--- src/rtl/order_book_pkg.sv ---
// Shared order-book frame layout.
// Used by the serializer and the parser.
package order_book_pkg;

  localparam int MSG_W = 320;
  localparam int OBJ_W = 162;
  localparam int SEQ_W = 16;

  localparam int MT_MSB  = 319;
  localparam int MT_LSB  = 312;
  localparam int OID_MSB = 249;
  localparam int OID_LSB = 218;
  localparam int SID_MSB = 184;
  localparam int SID_LSB = 153;
  localparam int QTY_MSB = 143;
  localparam int QTY_LSB = 112;
  localparam int PX_MSB  = 111;
  localparam int PX_LSB  = 48;
  localparam int SEQ_MSB = 15;
  localparam int SEQ_LSB = 0;

  localparam int O_MT_MSB  = 161;
  localparam int O_MT_LSB  = 160;
  localparam int O_SID_MSB = 159;
  localparam int O_SID_LSB = 128;
  localparam int O_OID_MSB = 127;
  localparam int O_OID_LSB = 96;
  localparam int O_QTY_MSB = 95;
  localparam int O_QTY_LSB = 64;
  localparam int O_PX_MSB  = 63;
  localparam int O_PX_LSB  = 0;

  typedef logic [MSG_W-1:0] frame_t;
  typedef logic [OBJ_W-1:0] obj_t;
  typedef logic [SEQ_W-1:0] seq_t;

  typedef enum logic {
    S_IDLE,
    S_SEND
  } ser_state_t;

  function automatic frame_t pack_frame(
    input obj_t obj,
    input seq_t seq
  );
    frame_t f;
    f = '0;
    f[MT_MSB:MT_LSB] =
      {6'b0, obj[O_MT_MSB:O_MT_LSB]};
    f[OID_MSB:OID_LSB] =
      obj[O_OID_MSB:O_OID_LSB];
    f[SID_MSB:SID_LSB] =
      obj[O_SID_MSB:O_SID_LSB];
    f[QTY_MSB:QTY_LSB] =
      obj[O_QTY_MSB:O_QTY_LSB];
    f[PX_MSB:PX_LSB] =
      obj[O_PX_MSB:O_PX_LSB];
    f[SEQ_MSB:SEQ_LSB] = seq;
    return f;
  endfunction

endpackage

--- src/rtl/order_book_serializer_packer.sv ---
// Object plus sequence number to frame.
// Purely combinational.
module order_frame_packer
  import order_book_pkg::*;
(
  input  logic [OBJ_W-1:0] obj,
  input  logic [SEQ_W-1:0] seq,
  output logic [MSG_W-1:0] frame
);

  // build the wire image from the shared layout
  always_comb begin
    frame = pack_frame(obj, seq);
  end

endmodule

--- src/rtl/order_book_serializer.sv ---
// Order object to MSB-first beat stream.
// Stamps a frame sequence number in the tail.
module order_book_serializer
  import order_book_pkg::*;
#(
  parameter int DATA_W = 8
) (
  input  logic              clk,
  input  logic              reset,
  input  logic [161:0]      in_object,
  input  logic              in_valid,
  output logic              in_ready,
  output logic [DATA_W-1:0] tx_data,
  output logic              tx_valid,
  input  logic              tx_ready,
  output logic              tx_last,
  output logic              busy,
  output logic [15:0]       seq_num
);

  localparam int BEATS = MSG_W / DATA_W;
  localparam int CNT_W = $clog2(BEATS);
  localparam logic [CNT_W-1:0] LAST_CNT =
    CNT_W'(BEATS - 1);

  ser_state_t       state_q;
  ser_state_t       state_d;
  frame_t           shreg_q;
  frame_t           frame_new;
  logic [CNT_W-1:0] cnt_q;
  logic             load;
  logic             shift;
  logic             bump;
  logic [15:0]      seq_nxt;

  // a frame loaded on the closing edge
  // carries the already-bumped number
  assign seq_nxt = bump
    ? seq_num + 16'd1 : seq_num;

  order_frame_packer u_packer (
    .obj   (in_object),
    .seq   (seq_nxt),
    .frame (frame_new)
  );

  assign tx_data = shreg_q[MSG_W-1 -: DATA_W];

  // state register
  always_ff @(posedge clk or posedge reset) begin
    if (reset) state_q <= S_IDLE;
    else       state_q <= state_d;
  end

  // next state, handshake outputs, datapath strobes
  always_comb begin
    state_d  = state_q;
    load     = 1'b0;
    shift    = 1'b0;
    bump     = 1'b0;
    in_ready = 1'b0;
    tx_valid = 1'b0;
    tx_last  = 1'b0;
    busy     = 1'b0;
    unique case (state_q)
      S_IDLE: begin
        in_ready = 1'b1;
        if (in_valid) begin
          load    = 1'b1;
          state_d = S_SEND;
        end
      end
      S_SEND: begin
        tx_valid = 1'b1;
        busy     = 1'b1;
        tx_last  = (cnt_q == LAST_CNT);
        if (tx_ready) begin
          if (tx_last) begin
            bump     = 1'b1;
            in_ready = 1'b1;
            if (in_valid) load    = 1'b1;
            else          state_d = S_IDLE;
          end else begin
            shift = 1'b1;
          end
        end
      end
      default: state_d = S_IDLE;
    endcase
  end

  // shift register, beat counter, sequence number
  always_ff @(posedge clk or posedge reset) begin
    if (reset) begin
      shreg_q <= '0;
      cnt_q   <= '0;
      seq_num <= '0;
    end else begin
      if (load) begin
        shreg_q <= frame_new;
        cnt_q   <= '0;
      end else if (shift) begin
        shreg_q <= shreg_q << DATA_W;
        cnt_q   <= cnt_q + CNT_W'(1);
      end
      if (bump) seq_num <= seq_num + 16'd1;
    end
  end

endmodule
--- config.mk ---
export PLATFORM = sky130hd
export DESIGN_NAME = order_book_serializer
export DESIGN_NICKNAME = d
export VERILOG_FILES = /design/src/rtl/order_book_pkg.sv /design/src/rtl/order_book_serializer_packer.sv /design/src/rtl/order_book_serializer.sv
export SDC_FILE = /design/constraint.sdc
export NUM_CORES = 1
export LEC_CHECK = 0
export ABC_CLOCK_PERIOD_IN_PS = 9580
export BUFFER_PORTS_ARGS = -buffer_cell sky130_fd_sc_hd__buf_2
export CELL_PAD_IN_SITES_DETAIL_PLACEMENT = 0
export CELL_PAD_IN_SITES_GLOBAL_PLACEMENT = 1
export CORE_MARGIN = 2
export CORE_UTILIZATION = 40
export DETAILED_ROUTE_END_ITERATION = 6
export GPL_ROUTABILITY_DRIVEN = 0
export PLACE_DENSITY = 0.78
export SLEW_MARGIN = 10
export SYNTH_ARGS = -nofsm -noshare
export SYNTH_HDL_FRONTEND = slang
export SYNTH_SLANG_ARGS = --single-unit
--- constraint.sdc ---
create_clock -name clk -period 9.58 [get_ports clk]
set_input_delay 0 -clock clk [delete_from_list [all_inputs] [get_ports clk]]
set_output_delay 0 -clock clk [all_outputs]
set_load 0.1 [all_outputs]
# == Word level (Yosys, flattened, before mapping) ==
# Index checks and enable logic that the tools add are counted.
# Widths: inputs -> output; s select.
# word_totals
register_bits,343
input_bits,166
wordCells,30
# op_classes
n_addsub,2
n_eq_ne,1
n_mux,21
bitwise,1
n_reduce_logical,1
# op_table
cell,n
$mux 320,2
$add 16x1->16 const B,1
$mux 16,1
$mux 1,13
$mux 6,2
$add 6x1->6 const B,1
$eq 6x6->1 const B,1
$pmux 1 s2,3
$reduce_bool 2->1,1
$not 1->1,1

# == Longest topological paths before layout ==
# Gate-level depths: netlist (run 1).
# depth
word_depth,6
ltp_mapped,7
ltp_nobuf,5

# == Hierarchy ==
# Synthesis (run 1) repeated with hierarchy kept, for this count alone.
# unflattened
hier_cells,2478
area_unflattened_um2,21862.2
# modules_own_cells
module,instances,cells_each,area_each_um2,seq_area_each_um2
order_book_serializer,1,2157,19456.2,8583.2
order_frame_packer,1,321,2406.1,0.0

# == Worst setup path before layout (run 1) ==
# Ideal clock, no wire load.
# synth_timing
path_kind,register to register
from,reg seq_num[1]
to,reg shreg_q[10]
t_arrival_ps,2439
required_time_ps,9455
slack_ps,7017
path_stages_with_launch,6
n_path_buf,0
synth_period_minus_slack_ps,2563
path_cell_list,dfrtp_1 -> ha_1 -> nand4bb_1 -> or4_1 -> xnor2_1 -> mux2_2
# synth_between
elab_chain_len,3
# synth_rtl
item,line,text
"start, declared",order_book_serializer.sv:18,output logic [15:0] seq_num
"start signal, assigned",order_book_serializer.sv:106,if (bump) seq_num <= seq_num + 16'd1;
$add 16x1->16,order_book_serializer.sv:39,? seq_num + 16'd1 : seq_num;
$mux 16,order_book_serializer.sv:39,
via frame_new[10],order_book_serializer.sv:29,frame_t frame_new;
$mux 320,order_book_serializer.sv:99,if (load) begin
"end signal, assigned",order_book_serializer.sv:100,shreg_q <= frame_new;
"end signal, assigned",order_book_serializer.sv:103,shreg_q <= shreg_q << DATA_W;
"end, declared",order_book_serializer.sv:28,frame_t shreg_q;
# The timed path passes the listed nets, and every way through them passes these cells.
# A chain may end at the register's enable or synchronous reset.

# == Final worst setup path (run 1) ==
# layout_timing
from,reg cnt_q[0]
to,reg shreg_q[10]
# layout_between
elab_chain_len,6
word_cells_on_any_way,13
classes_between,1 x eq/ne; 11 x mux; 1 x reduce/logical
# layout_rtl
item,line,text
"start, declared",order_book_serializer.sv:30,logic [CNT_W-1:0] cnt_q;
"start signal, assigned",order_book_serializer.sv:104,cnt_q <= cnt_q + CNT_W'(1);
$eq 6x6->1 (*),order_book_serializer.sv:76,tx_last = (cnt_q == LAST_CNT);
$mux 1,order_book_serializer.sv:78,if (tx_last) begin
$mux 1,order_book_serializer.sv:77,if (tx_ready) begin
$mux 1,order_book_serializer.sv:65,unique case (state_q)
$mux 16,order_book_serializer.sv:39,
$mux 320,order_book_serializer.sv:99,
# Every way passes the cells marked *; elsewhere a longest branch is shown, timed or not.

==> summary.txt, run 1 <==
Cells and area
  – Nets@finish: ~2100
  – Fraction of layout cells with a size suffix above 1: a little over an eighth
  – Layout Cells excl Fill: 2464
  – Finished Cell Area: approximately 19000 µm²
  – Synth-to-Final Area Change: 25.9%

Clocking
  – Clk Latency, worst-skew pair: 0.54 ns
  – CTS H-tree depth: 2
  – Root buf cell: clkbuf_16
  – Bufs on Longest Clock Path: 3
  – Post-CTS Setup Bufs: 0
  – Clock sink total: ~340
  – Clk slew on worst S/H paths: about 0.060 ns
  – Num CTS Buffers: 39
  – TritonCTS clock tree: done

Global routing
  – GR Util met1: about 28%
  – Initial antenna violation count: 1
  – Largest net degree at the start of global routing: between 200 and 250
  – GRT met2 Usage: a little under a third
  – Vias in the first global route: 12800
  – GR met3 Demand/Resource: 3.09%
  – Total global routing overflow: 0
  – First-pass GRT wire length: roughly 65000 µm
  – GRT busiest layer: met2
  – Total track usage: between 20% and 30%

Route
  – Initial drt markers: 1207
  – Detailed-route via count: between 10000 and 15000
  – ANT nets after route: 0
  – DRC: 0
  – Routed WL per cell: 15.8 µm
  – Vias per cell: ~5.2
  – Routed wire length: about 39000 µm
  – Initial DRT Pass Iterations: 6

Yosys
  – Async S/R FF share, synth: 100%
  – Post-synthesis cell type count: 44
  – Post-synthesis cell count: 1697
  – Multiplexer share of the synthesized area: less than 1%
  – Area share of fa/ha/maj cells after synthesis: less than 1%
  – Flops & latches, synth: roughly 340
  – Xor/xnor share of the synthesized area: less than 1%
  – Mapped Area: between 10000 and 15000 µm²
  – Synth warnings: 0
  – Compound-cell area share of the yosys netlist: 13.6%
  – Simple-Gate Fraction of Synth Area: between 20 and 25%
  – Commonest register cell after synthesis: dfrtp_1
  – Mapped Avg Cell Area: between 8 and 9 µm²
  – Sequential element share of the synthesized area: between 50% and 60%
  – Post-synth EDFFs: 0
  – Main combinational cell family by area after synthesis: simple AND/OR/NAND/NOR gates
  – Syn Nets: about 1900

Critical path
  – CP delay by family, top: buffers and inverters
  – Worst path arrival time: 4.00 ns
  – WP buf/inv: 2
  – Crit path largest cell delay: around 0.70 ns
  – Highest-delay cell along the critical path: buf_12
  – Most Frequent Cell on Critical Path: mux2_2
  – Crit path capture type: flip-flop
  – CP Cell Sequence: ha_1, and2_1, a21oi_4, buf_4, buf_12, mux2_2, mux2_2
  – CP startpoint: cnt_q[0]
  – Worst EP required: 9.99 ns
  – CP startpoint kind: flip-flop
  – Worst R2R Start: cnt_q[0]
  – Critical path fanouts, max: roughly 230
  – Critical path class: reg2reg

Run status
  – Status: completed

STA
  – Min Tclk post-route: 3.59 ns
  – RSZ-0062 raised after global routing: false
  – Final period util: between 30% and 40%
  – Final hold vios: 0
  – Final setup skew: 0.0165 ns
  – Final setup vio count: 0
  – Final slew viol count: 0
  – Least-Margin Pin Slew: approximately 1.1 ns
  – Setup TNS: 0 ns
  – Slew margin rel.: 28.1%
  – Max Fclk: 278 MHz

Floorplan
  – Die Ht: between 150 and 200 µm
  – # rows: 70
  – Starting Density: around two fifths
  – Die ar.: roughly 39000 µm²
  – Die Wd: 197 µm
  – Core ar.: 36700 µm²
  – I/O Pins: 194

Power and ir drop
  – VDD IR-drop max: between 0.1 and 0.15 mV
  – Leakage: 0.00869 µW
  – Pwr Total: about 3800 µW
  – Power density cells: 203 nW/µm²

Placed design
  – # port buffers: 193
  – Placed insts: ~2200
  – Hpwl dp: approximately 22000 µm
  – Placed cell area: 15900 µm²

Flow run
  – Maxcap violations: 0

Hold path
  – Hold Crit Class: in2async
registers in the layout, summed over array words and instances, names as in the netlist:
register	flops
shreg_q	320
seq_num	16
cnt_q	6
state_q	1
routing by layer:
metal,part of all wire [%],vias to the layer above
li1,-,6168
met1,46,6225
met2,47,346
met3,4.6,88
met4,3.2,0
met5,0,-
metrics by stage:
step / setup WS, ns / hold WS (ns) / util (%)
floorplan: 0.0716 / 0.0901 / -
global placement: 6.13 / 0.237 / 43.4
detailed placement: 6.11 / 0.229 / 43.4
CTS: 6.10 / 0.237 / 51.2
global route: 5.88 / 0.262 / 51.2
finish: 5.99 / 0.231 / 51.2
layout by cell type, fill, tap and decap left out, types with 3 or more instances in the layout:
master / instances
mux2i_1: 3
inv_6: 3
clkbuf_16: 39
a21oi_1: 145
inv_1: 4
nor2_1: 172
xnor2_1: 10
buf_12: 3
nand4_1: 7
buf_2: 193
xor2_1: 7
mux2_2: 3
dlygate4sd3_1: 166
a22o_1: 4
a211oi_1: 12
clkbuf_1: 12
buf_4: 7
dfrtp_1: 343
and4_1: 8
o21ai_0: 6
clkinv_2: 3
clkbuf_8: 7
nand3_1: 6
a31oi_1: 164
o211a_1: 4
nand2_1: 624
and2_1: 4
and3_1: 6
synthesized netlist by cell type, drive strengths merged (2+ instances only):
| cell type | number | area share, % |
|---|---|---|
| nand2 | 624 | 16 |
| dfrtp | 343 | 58 |
| nor2 | 172 | 4.3 |
| a31oi | 164 | 6.9 |
| a21oi | 147 | 5.0 |
| buf | 75 | 3.0 |
| clkbuf | 61 | 1.5 |
| a211oi | 12 | 0.60 |
| xnor2 | 10 | 0.59 |
| and4 | 8 | 0.47 |
| nand4 | 7 | 0.29 |
| o21ai | 7 | 0.31 |
| xor2 | 7 | 0.41 |
| and3 | 6 | 0.25 |
| nand3 | 6 | 0.20 |
| inv | 5 | 0.13 |
| a22o | 4 | 0.23 |
| and2 | 4 | 0.17 |
| nor4 | 4 | 0.37 |
| o211a | 4 | 0.27 |
| mux2 | 3 | 0.23 |
| mux2i | 3 | 0.20 |
| a22oi | 2 | 0.10 |
| ha | 2 | 0.17 |
| or3 | 2 | 0.084 |
| or4b | 2 | 0.13 |
final cells by class:
class	count	area, µm²
Clock buffer	58	1120
Tap cell	468	586
Sequential cell	343	8580
Timing Repair Buffer	369	2740
Clock inverter	7	71.3
Fill cell	3371	17900
Inverter	5	26.3
Antenna cell	1	2.50
Multi-Input combinational cell	1213	5650
final timing paths:
path	endpoint	slack (ns)	cells past startpoint
max	shreg_q[10]	5.99	7
min	shreg_q[245]	0.23	3
max in group asynchronous	shreg_q[234]	6.99	5
min in group clk	shreg_q[313]	0.25	4
min reg2reg	shreg_q[313]	0.51	2
max reg2reg	shreg_q[10]	5.99	7
repair_timing:
item / in CTS / in global routing
hold buffers: 166 / 0
resized for setup: 0 / 0
hold endpoints to repair: 293 / 0
power breakdown:
part / switching [µW] / total (µW) / internal [µW]
combinational: 321 / 545 / 225
sequential: 150 / 1850 / 1700
clock: 584 / 1410 / 830
total: 1060 / 3810 / 2750
kinds of logic after synthesis:
family	Yosys count
and+or+nand+nor	843
AOI/OAI and AO/OA	345
DFF	343
buffers and inverters	141
xor gates and xnor gates	17
muxes	6
adders and majority gates	2
worst reg2reg max path: stages, from the launching register on:
cell and delay [ns]:
dfrtp_1 0.41, ha_1 0.27, and2_1 0.23, a21oi_4 0.22, buf_4 0.66, buf_12 0.78, mux2_2 0.65, mux2_2 0.26
Power figures use the tool's default switching activity.
==> inputs of run 2 (changes only) <==
--- a/config.mk
+++ b/config.mk
@@ -5,7 +5,7 @@
 export SDC_FILE = /design/constraint.sdc
 export NUM_CORES = 1
 export LEC_CHECK = 0
-export ABC_CLOCK_PERIOD_IN_PS = 9580
+export ABC_CLOCK_PERIOD_IN_PS = 3540
 export BUFFER_PORTS_ARGS = -buffer_cell sky130_fd_sc_hd__buf_2
 export CELL_PAD_IN_SITES_DETAIL_PLACEMENT = 0
 export CELL_PAD_IN_SITES_GLOBAL_PLACEMENT = 1
@@ -13,7 +13,7 @@
 export CORE_UTILIZATION = 40
 export DETAILED_ROUTE_END_ITERATION = 6
 export GPL_ROUTABILITY_DRIVEN = 0
-export PLACE_DENSITY = 0.78
+export PLACE_DENSITY = 0.75
 export SLEW_MARGIN = 10
 export SYNTH_ARGS = -nofsm -noshare
 export SYNTH_HDL_FRONTEND = slang
==> constraint.sdc (replaced) <==
create_clock -name clk -period 3.54 [get_ports clk]
set_input_delay 0 -clock clk [delete_from_list [all_inputs] [get_ports clk]]
set_output_delay 0 -clock clk [all_outputs]
set_load 0.1 [all_outputs]
==> run 2 against run 1 <==
  * Wire length shrank 0.63%
  * Global-route usage shrank 0.26 points
  * First-iteration DRC count shrank 30%
  * Hold slack worse by 0.11 ns
  * Via count fell by 1.8%
  * Clock power grew to 2.8 times the previous value
  * Sequential power grew to 2.7 times the previous value
  * Core utilization increased by 0.93 points
  * Critical path type unchanged
  * Critical endpoint is now shreg_q[1]
==> summary.txt, run 2 (same netlist as run 1, synthesis figures left out) <==
Global routing
  – Initial antenna violation count: 3 (+2)
  – Total global routing overflow: 0 (unchanged)
  – Total track usage: 19.8% (-0.26 points)
  – First-pass GRT wire length: 64200 µm (-0.73%)
  – Vias in the first global route: 12600 (-1.9%)
  – Largest net degree at the start of global routing: 145 (-38%)

Cells and area
  – Synth-to-Final Area Change: 28.2%
  – Filler cell count: 3437 (+2.0%)
  – Nets@finish: 2153 (+0.65%)
  – Biggest regs: shreg_q (320), seq_num (16), cnt_q (6)
  – Fraction of layout cells with a size suffix above 1: 14.4% (+0.96 points)
  – Most frequent cells in the layout: nand2_1, dfrtp_1, buf_2, nor2_1, dlygate4sd3_1
  – Register with the most flip-flops: shreg_q
  – Most common cell after layout, fill and taps aside: nand2_1
  – Max reg flops: 320 (unchanged)

Floorplan
  – Die Ht: 197 µm (unchanged)
  – # rows: 70 (unchanged)
  – Core ar.: 36700 µm² (unchanged)
  – Die Wd: 197 µm (unchanged)
  – Starting Density: 40.6% (unchanged)
  – Die ar.: 38800 µm² (unchanged)
  – I/O Pins: 194 (unchanged)

STA
  – Final hold vios: 0 (unchanged)
  – RSZ-0062 raised after global routing: false
  – Min Tclk post-route: 2.51 ns (-1.09 ns)
  – Slew margin rel.: 34.4% (+6.3 points)
  – Final setup vio count: 0 (unchanged)
  – Max Fclk: 399 MHz (+43%)
  – Setup TNS: 0 ns (unchanged)
  – Final setup skew: 0.00896 ns (-0.00752 ns)
  – Final slew viol count: 0 (unchanged)
  – Least-Margin Pin Slew: 0.982 ns (-0.0970 ns)
  – Final period util: 70.8% (+33 points)

Power and ir drop
  – VDD IR-drop max: 0.299 mV (+140%)
  – Power density cells: 550 nW/µm² (+170%)
  – Logic pwr share: 14.3% (about the same)
  – P_sw: 2870 µW (+170%)
  – Pwr Total: 10500 µW (+180%)
  – Net Sw Frac: 27.3% (-0.37 points)
  – Internal power: 7630 µW (+180%)
  – Clock network power share: 38.2% (+1.0 points)
  – Sequential Power Share: 47.5% (-1.0 points)
  – Leakage: 0.00886 µW (+2.0%)

Route
  – DRC: 0 (unchanged)
  – Detailed-route via count: 12600 (-1.8%)
  – Initial DRT Pass Iterations: 5 (-1)
  – ANT nets after route: 0 (unchanged)
  – Routed wire length: 38800 µm (-0.63%)
  – Initial drt markers: 844 (-30%)
  – Vias per cell: 5.07 (-2.6%)
  – Routed WL per cell: 15.6 µm (-1.5%)

Critical path
  – CP delay by family, top: compound AO/OA/AOI/OAI gates
  – Highest-delay cell along the critical path: nor3b_2
  – Worst EP required: 3.99 ns (-6.00 ns)
  – CP startpoint kind: flip-flop
  – Crit path largest cell delay: 0.57 ns (-0.13 ns)
  – Worst path arrival time: 2.96 ns (-1.04 ns)
  – CP Cell Sequence: nor3b_2, a21o_4, nor2_1, a211oi_1, dlygate4sd3_1
  – WP buf/inv: 1 (-1)
  – Crit path capture type: flip-flop
  – Critical path class: reg2reg
  – Critical path fanouts, max: 47 (-80%)

Flow run
  – Maxcap violations: 0 (unchanged)

Run status
  – Status: completed

Clocking
  – Num CTS Buffers: 39 (unchanged)
  – Clk slew on worst S/H paths: 0.06 ns (about the same)
  – Root buf cell: clkbuf_16
  – CTS H-tree depth: 2 (unchanged)
  – TritonCTS clock tree: done
  – Clk Latency, worst-skew pair: 0.51 ns (-0.03 ns)
  – Bufs on Longest Clock Path: 3 (unchanged)
  – Post-CTS Setup Bufs: 0 (unchanged)
  – Clock sink total: 343 (unchanged)

Placed design
  – # port buffers: 193 (unchanged)
  – Hpwl dp: 23400 µm (+5.3%)

Hold path
  – Hold Crit Class: in2async
## run 2: cell types whose count changed in the layout (fill, tap and decap cells not counted)
| cell | change |
|---|---|
| bufinv_16 | +1 |
| clkbuf_1 | -2 |
| clkinv_2 | +8 |
| inv_6 | -3 |
| buf_4 | +2 |
| inv_8 | -1 |
| clkbuf_16 | +2 |
| diode_2 | +2 |
| clkinvlp_4 | +1 |
| buf_12 | +12 |
## run 2: final cells by class
| type | instances | area [µm²] | share of cell area, % |
|---|---|---|---|
| Timing Repair Buffer | 383 | 3000 | 15.7 |
| Multi-Input combinational cell | 1213 | 5650 | 29.6 |
| Sequential cell | 343 | 8580 | 44.9 |
| Tap cell | 468 | 586 | 3.06 |
| Inverter | 5 | 22.5 | 0.118 |
| Clock inverter | 13 | 115 | 0.602 |
| Clock buffer | 58 | 1160 | 6.07 |
| Antenna cell | 3 | 7.51 | 0.0393 |
## run 2: per-stage QoR
stage | util (%) | hold slack [ns] | std cells | cell area [µm²] | setup WS (ns)
finish | 52.1 | 0.124 | 2486 | 19100 | 1.03
global route | 52.1 | 0.173 | 2486 | 19100 | 0.911
CTS | 52.1 | 0.135 | 2483 | 19100 | 1.02
detailed placement | 44.1 | 0.136 | 2246 | 16200 | 1.06
global placement | 44.1 | 0.130 | 2246 | 16200 | 1.11
floorplan | - | 0.0901 | 1697 | 14900 | -1.05
## run 2: worst paths after layout
| path | end | slack [ns] | start | depth (start not counted) |
|---|---|---|---|---|
| hold reg to reg | shreg_q[37] | 0.52 | shreg_q[29] | 2 |
| min in group clk | state_q | 0.26 | in_valid | 3 |
| hold / removal | shreg_q[132] | 0.12 | reset | 3 |
| setup / recovery | shreg_q[1] | 1.03 | cnt_q[3] | 5 |
| setup reg to reg | shreg_q[1] | 1.03 | cnt_q[3] | 5 |
| max in group asynchronous | shreg_q[73] | 2.19 | reset | 4 |
## run 2: worst register-to-register path: stages (launching register included)
cell and delay [ns]:
dfrtp_1 0.44, nor3b_2 0.57, a21o_4 0.56, nor2_1 0.10, a211oi_1 0.21, dlygate4sd3_1 0.57
## run 2: layer usage
layer  vias to the layer above  track usage (%)  share of wire (%)
li1                       6212                -                  -
met1                      6108             28.1                 47
met2                       228             32.0                 47
met3                        52             3.28                3.8
met4                         0             4.71                1.8
met5                         -                0                  0
## run 2: what timing repair did
action | in CTS | in global routing
resized for setup | 0 | 0
hold buffers | 166 | 0
hold endpoints to repair | 188 | 0
endpoints found under the setup margin | 0 | 0
## run 2: power groups by stage
| stage | combinational [µW] | clock [µW] | sequential (µW) |
|---|---|---|---|
| global route | 1700 | 4250 | 5080 |
| detailed placement | 1380 | 0 | 5050 |
| finish | 1500 | 4010 | 4990 |
| global placement | 1340 | 0 | 5040 |
| floorplan | 1070 | 0 | 4950 |
| CTS | 1530 | 4120 | 4990 |
==> inputs of run 3 (changes only) <==
--- a/config.mk
+++ b/config.mk
@@ -5,15 +5,16 @@
 export SDC_FILE = /design/constraint.sdc
 export NUM_CORES = 1
 export LEC_CHECK = 0
-export ABC_CLOCK_PERIOD_IN_PS = 3540
+export ABC_AREA = 1
+export ABC_CLOCK_PERIOD_IN_PS = 2200
 export BUFFER_PORTS_ARGS = -buffer_cell sky130_fd_sc_hd__buf_2
 export CELL_PAD_IN_SITES_DETAIL_PLACEMENT = 0
 export CELL_PAD_IN_SITES_GLOBAL_PLACEMENT = 1
 export CORE_MARGIN = 2
-export CORE_UTILIZATION = 40
+export CORE_UTILIZATION = 39
 export DETAILED_ROUTE_END_ITERATION = 6
 export GPL_ROUTABILITY_DRIVEN = 0
-export PLACE_DENSITY = 0.75
+export PLACE_DENSITY = 0.78
 export SLEW_MARGIN = 10
 export SYNTH_ARGS = -nofsm -noshare
 export SYNTH_HDL_FRONTEND = slang
==> constraint.sdc (replaced) <==
create_clock -name clk -period 2.2 [get_ports clk]
set_input_delay 0 -clock clk [delete_from_list [all_inputs] [get_ports clk]]
set_output_delay 0 -clock clk [all_outputs]
set_load 0.1 [all_outputs]
==> run 3 against run 2 <==
  * Combinational power increased by 130%
  * Sequential share of layout area fell by 2.4 points
  * Register-to-register slack worse by 0.81 ns
  * Global-route usage down 0.58 points
  * Cell count rose by 17%
  * Clock skew is 0.020 ns higher
  * Worst setup slack worse by 0.88 ns
  * Clock power is 69% higher
  * Total power grew 76%
  * Synthesized cell count rose by 21%
  * Sequential power grew 68%
  * First-iteration DRC count down 9.8%
==> summary.txt, run 3 <==
Run status
  – Status: completed

Route
  – Routed WL per cell: 13.3 µm (-15%)
  – Routed wire length: 38800 µm (+0.12%)
  – Vias per cell: 4.63 (-8.6%)
  – ANT nets after route: 0 (unchanged)
  – Initial DRT Pass Iterations: 5 (unchanged)
  – Detailed-route via count: 13500 (+7.2%)
  – Initial drt markers: 761 (-9.8%)
  – DRC: 0 (unchanged)

Yosys
  – Commonest register cell after synthesis: dfrtp_1
  – Mapped Area: 15700 µm² (+5.3%)
  – Most frequent cell after synthesis: nand2_1
  – Post-synthesis cell type count: 28 (-36%)
  – Mapped Avg Cell Area: 7.67 µm² (-13%)
  – Post-synth EDFFs: 0 (unchanged)
  – Synth warnings: 0 (unchanged)
  – Synth cell count leaders: nand2_1, dfrtp_1, inv_1, nand3_1, nor2_1
  – Post-synthesis cell count: 2047 (+21%)
  – Leading area contributor after synthesis: dfrtp_1
  – Synth top area cells: dfrtp_1, nand2_1, inv_1
  – Syn Nets: 2215 (+19%)
  – Async S/R FF share, synth: 100% (unchanged)
  – Post-synth top area share: 54.7% (-2.9 points)
  – Flops & latches, synth: 343 (unchanged)
  – Sequential element share of the synthesized area: 54.7% (-2.9 points)

Global routing
  – Initial antenna violation count: 2 (-1)
  – Vias in the first global route: 13500 (+7.8%)
  – First-pass GRT wire length: 66500 µm (+3.6%)
  – GRT met2 Usage: 30.5% (-1.5 points)
  – GR Util met1: 27.0% (-1.2 points)
  – GR met3 Demand/Resource: 3.39% (+0.11 points)
  – GRT busiest layer: met2
  – Total global routing overflow: 0 (unchanged)
  – Total track usage: 19.3% (-0.58 points)
  – Largest net degree at the start of global routing: 125 (-14%)

Cells and area
  – Synth-to-Final Area Change: 28.6%
  – Max reg flops: 320 (unchanged)
  – Fraction of layout cells with a size suffix above 1: 12.9% (-1.5 points)
  – Most common cell after layout, fill and taps aside: nand2_1
  – Biggest regs: shreg_q (320), seq_num (16), cnt_q (6)
  – Most frequent cells in the layout: nand2_1, dfrtp_1, buf_2, inv_1, dlygate4sd3_1
  – Register with the most flip-flops: shreg_q
  – Filler cell count: 3882 (+13%)
  – Finished Cell Area: 20200 µm² (+5.6%)
  – Nets@finish: 2526 (+17%)

Floorplan
  – # rows: 73 (+4.3%)
  – Die ar.: 41900 µm² (+7.9%)
  – Core ar.: 39700 µm² (+8.3%)
  – Die Ht: 205 µm (+3.9%)
  – I/O Pins: 194 (unchanged)
  – Die Wd: 205 µm (+3.9%)
  – Starting Density: 39.5% (-1.1 points)

STA
  – Final hold vios: 0 (unchanged)
  – RSZ-0062 raised after global routing: false
  – Final slew viol count: 0 (unchanged)
  – Max Fclk: 490 MHz
  – Final setup margin: 0.159 ns (-0.875 ns)
  – Slew margin rel.: 63.4% (+29 points)
  – Final setup skew: 0.0287 ns (+0.0198 ns)
  – Final setup vio count: 0 (unchanged)
  – WHS: 0.0677 ns (-0.0560 ns)
  – Final period util: between 90% and 100%
  – Least-Margin Pin Slew: 0.549 ns (-0.433 ns)
  – Min Tclk post-route: about 2 ns

Clocking
  – Num CTS Buffers: 39 (unchanged)
  – Root buf cell: clkbuf_16
  – Clk slew on worst S/H paths: 0.06 ns (about the same)
  – TritonCTS clock tree: done
  – Bufs on Longest Clock Path: 3 (unchanged)
  – Clk Latency, worst-skew pair: 0.56 ns (+0.05 ns)
  – Clock sink total: 343 (unchanged)
  – Post-CTS Setup Bufs: 0 (unchanged)
  – CTS H-tree depth: 2 (unchanged)

Power and ir drop
  – Power density cells: 916 nW/µm² (+67%)
  – VDD IR-drop max: 0.526 mV (+76%)
  – Leakage: 0.0114 µW (+29%)

Placed design
  – # port buffers: 193 (unchanged)
  – Dpl ws: 0.219 ns (-0.845 ns)
  – Placed cell area: 17200 µm² (+6.2%)
  – Hpwl dp: 23600 µm (+1.1%)

Flow run
  – Maxcap violations: 0 (unchanged)

Critical path
  – Crit path capture type: output port
  – CP startpoint kind: flip-flop
  – Worst path arrival time: 2.04 ns (-0.92 ns)
  – Critical path fanouts, max: 3 (-94%)
  – Worst EP required: 2.20 ns (-1.79 ns)
  – Critical path class: reg2out

Hold path
  – Hold Crit Class: in2reg
[run 3: cell count changes after synthesis, moves of 33 or more]
cell / change
buf_2: +44
a21oi_1: -145
nand3_1: +117
a31oi_1: -110
nor2_1: -92
nand2_1: +418
o21ai_0: +41
inv_1: +185
clkbuf_1: -33
[run 3: cell families (layout without fill, tap and decap cells)]
family                     Yosys count  in the layout  share of synthesized area [%]
AOI/OAI and AO/OA                  117            117                           4.25
xor gates and xnor gates             8              8                          0.446
buffers and inverters              317            659                           9.04
DFF                                343            343                           54.7
adders and majority gates            2              2                          0.159
other                                0              2                              0
and+or+nand+nor                   1260           1260                           31.4
[run 3: report_power, final]
group          switching [µW]  internal (µW)
Combinational            2060           1320
Clock                    2670           4090
Sequential                737           7630
Total                    5460          13000
[run 3: timing repair]
item,CTS,global route
hold buffers,166,0
setup endpoints to repair,0,2
hold endpoints to repair,408,0
gates resized for setup,0,2
[run 3: critical path, stage by stage, from the launching register on]
cell and delay, ns:
dfrtp_1 0.37, ha_1 0.21, nand2_2 0.09, nor2_4 0.12, nand2_2 0.13, nor2_2 0.20, clkbuf_4 0.37
[run 3: final timing paths]
kind | start | end | slack [ns] | cells after the start
worst max-delay path | cnt_q[1] | tx_last | 0.16 | 6
worst min-delay path | tx_ready | seq_num[1] | 0.07 | 6
worst max register to register | cnt_q[0] | shreg_q[231] | 0.22 | 9
worst min register to register | shreg_q[4] | shreg_q[4] | 0.48 | 2
max in group asynchronous | reset | shreg_q[287] | 0.76 | 5
min in group asynchronous | reset | shreg_q[117] | 0.56 | 4
[run 3: cell type report]
type                            count  area (µm²)  share of cell area, %
Inverter                          193         737                   3.65
Timing Repair Buffer              394        3130                   15.5
Clock buffer                       54        1130                   5.61
Multi-Input combinational cell   1387        5730                   28.4
Antenna cell                        2        5.00                 0.0248
Tap cell                          525         657                   3.25
Sequential cell                   343        8580                   42.5
Clock inverter                     18         208                   1.03
[run 3: layer usage]
layer  vias to the layer above  wire [µm]  share of wire, %
li1                       6838          -                 -
met1                      6366      18500                48
met2                       263      17700                45
met3                        46       1940               5.0
met4                         0        729               1.9
met5                         -          0                 0
[run 3: metrics by stage]
stage / instances / setup TNS, ns / util [%] / power (µW)
floorplan: 2047 / -909.57 / - / 10800
global placement: 2676 / 0 / 43.2 / 11600
detailed placement: 2676 / 0 / 43.2 / 11700
CTS: 2914 / 0 / 50.8 / 18800
global route: 2916 / 0 / 50.8 / 19700
finish: 2916 / 0 / 50.8 / 18500
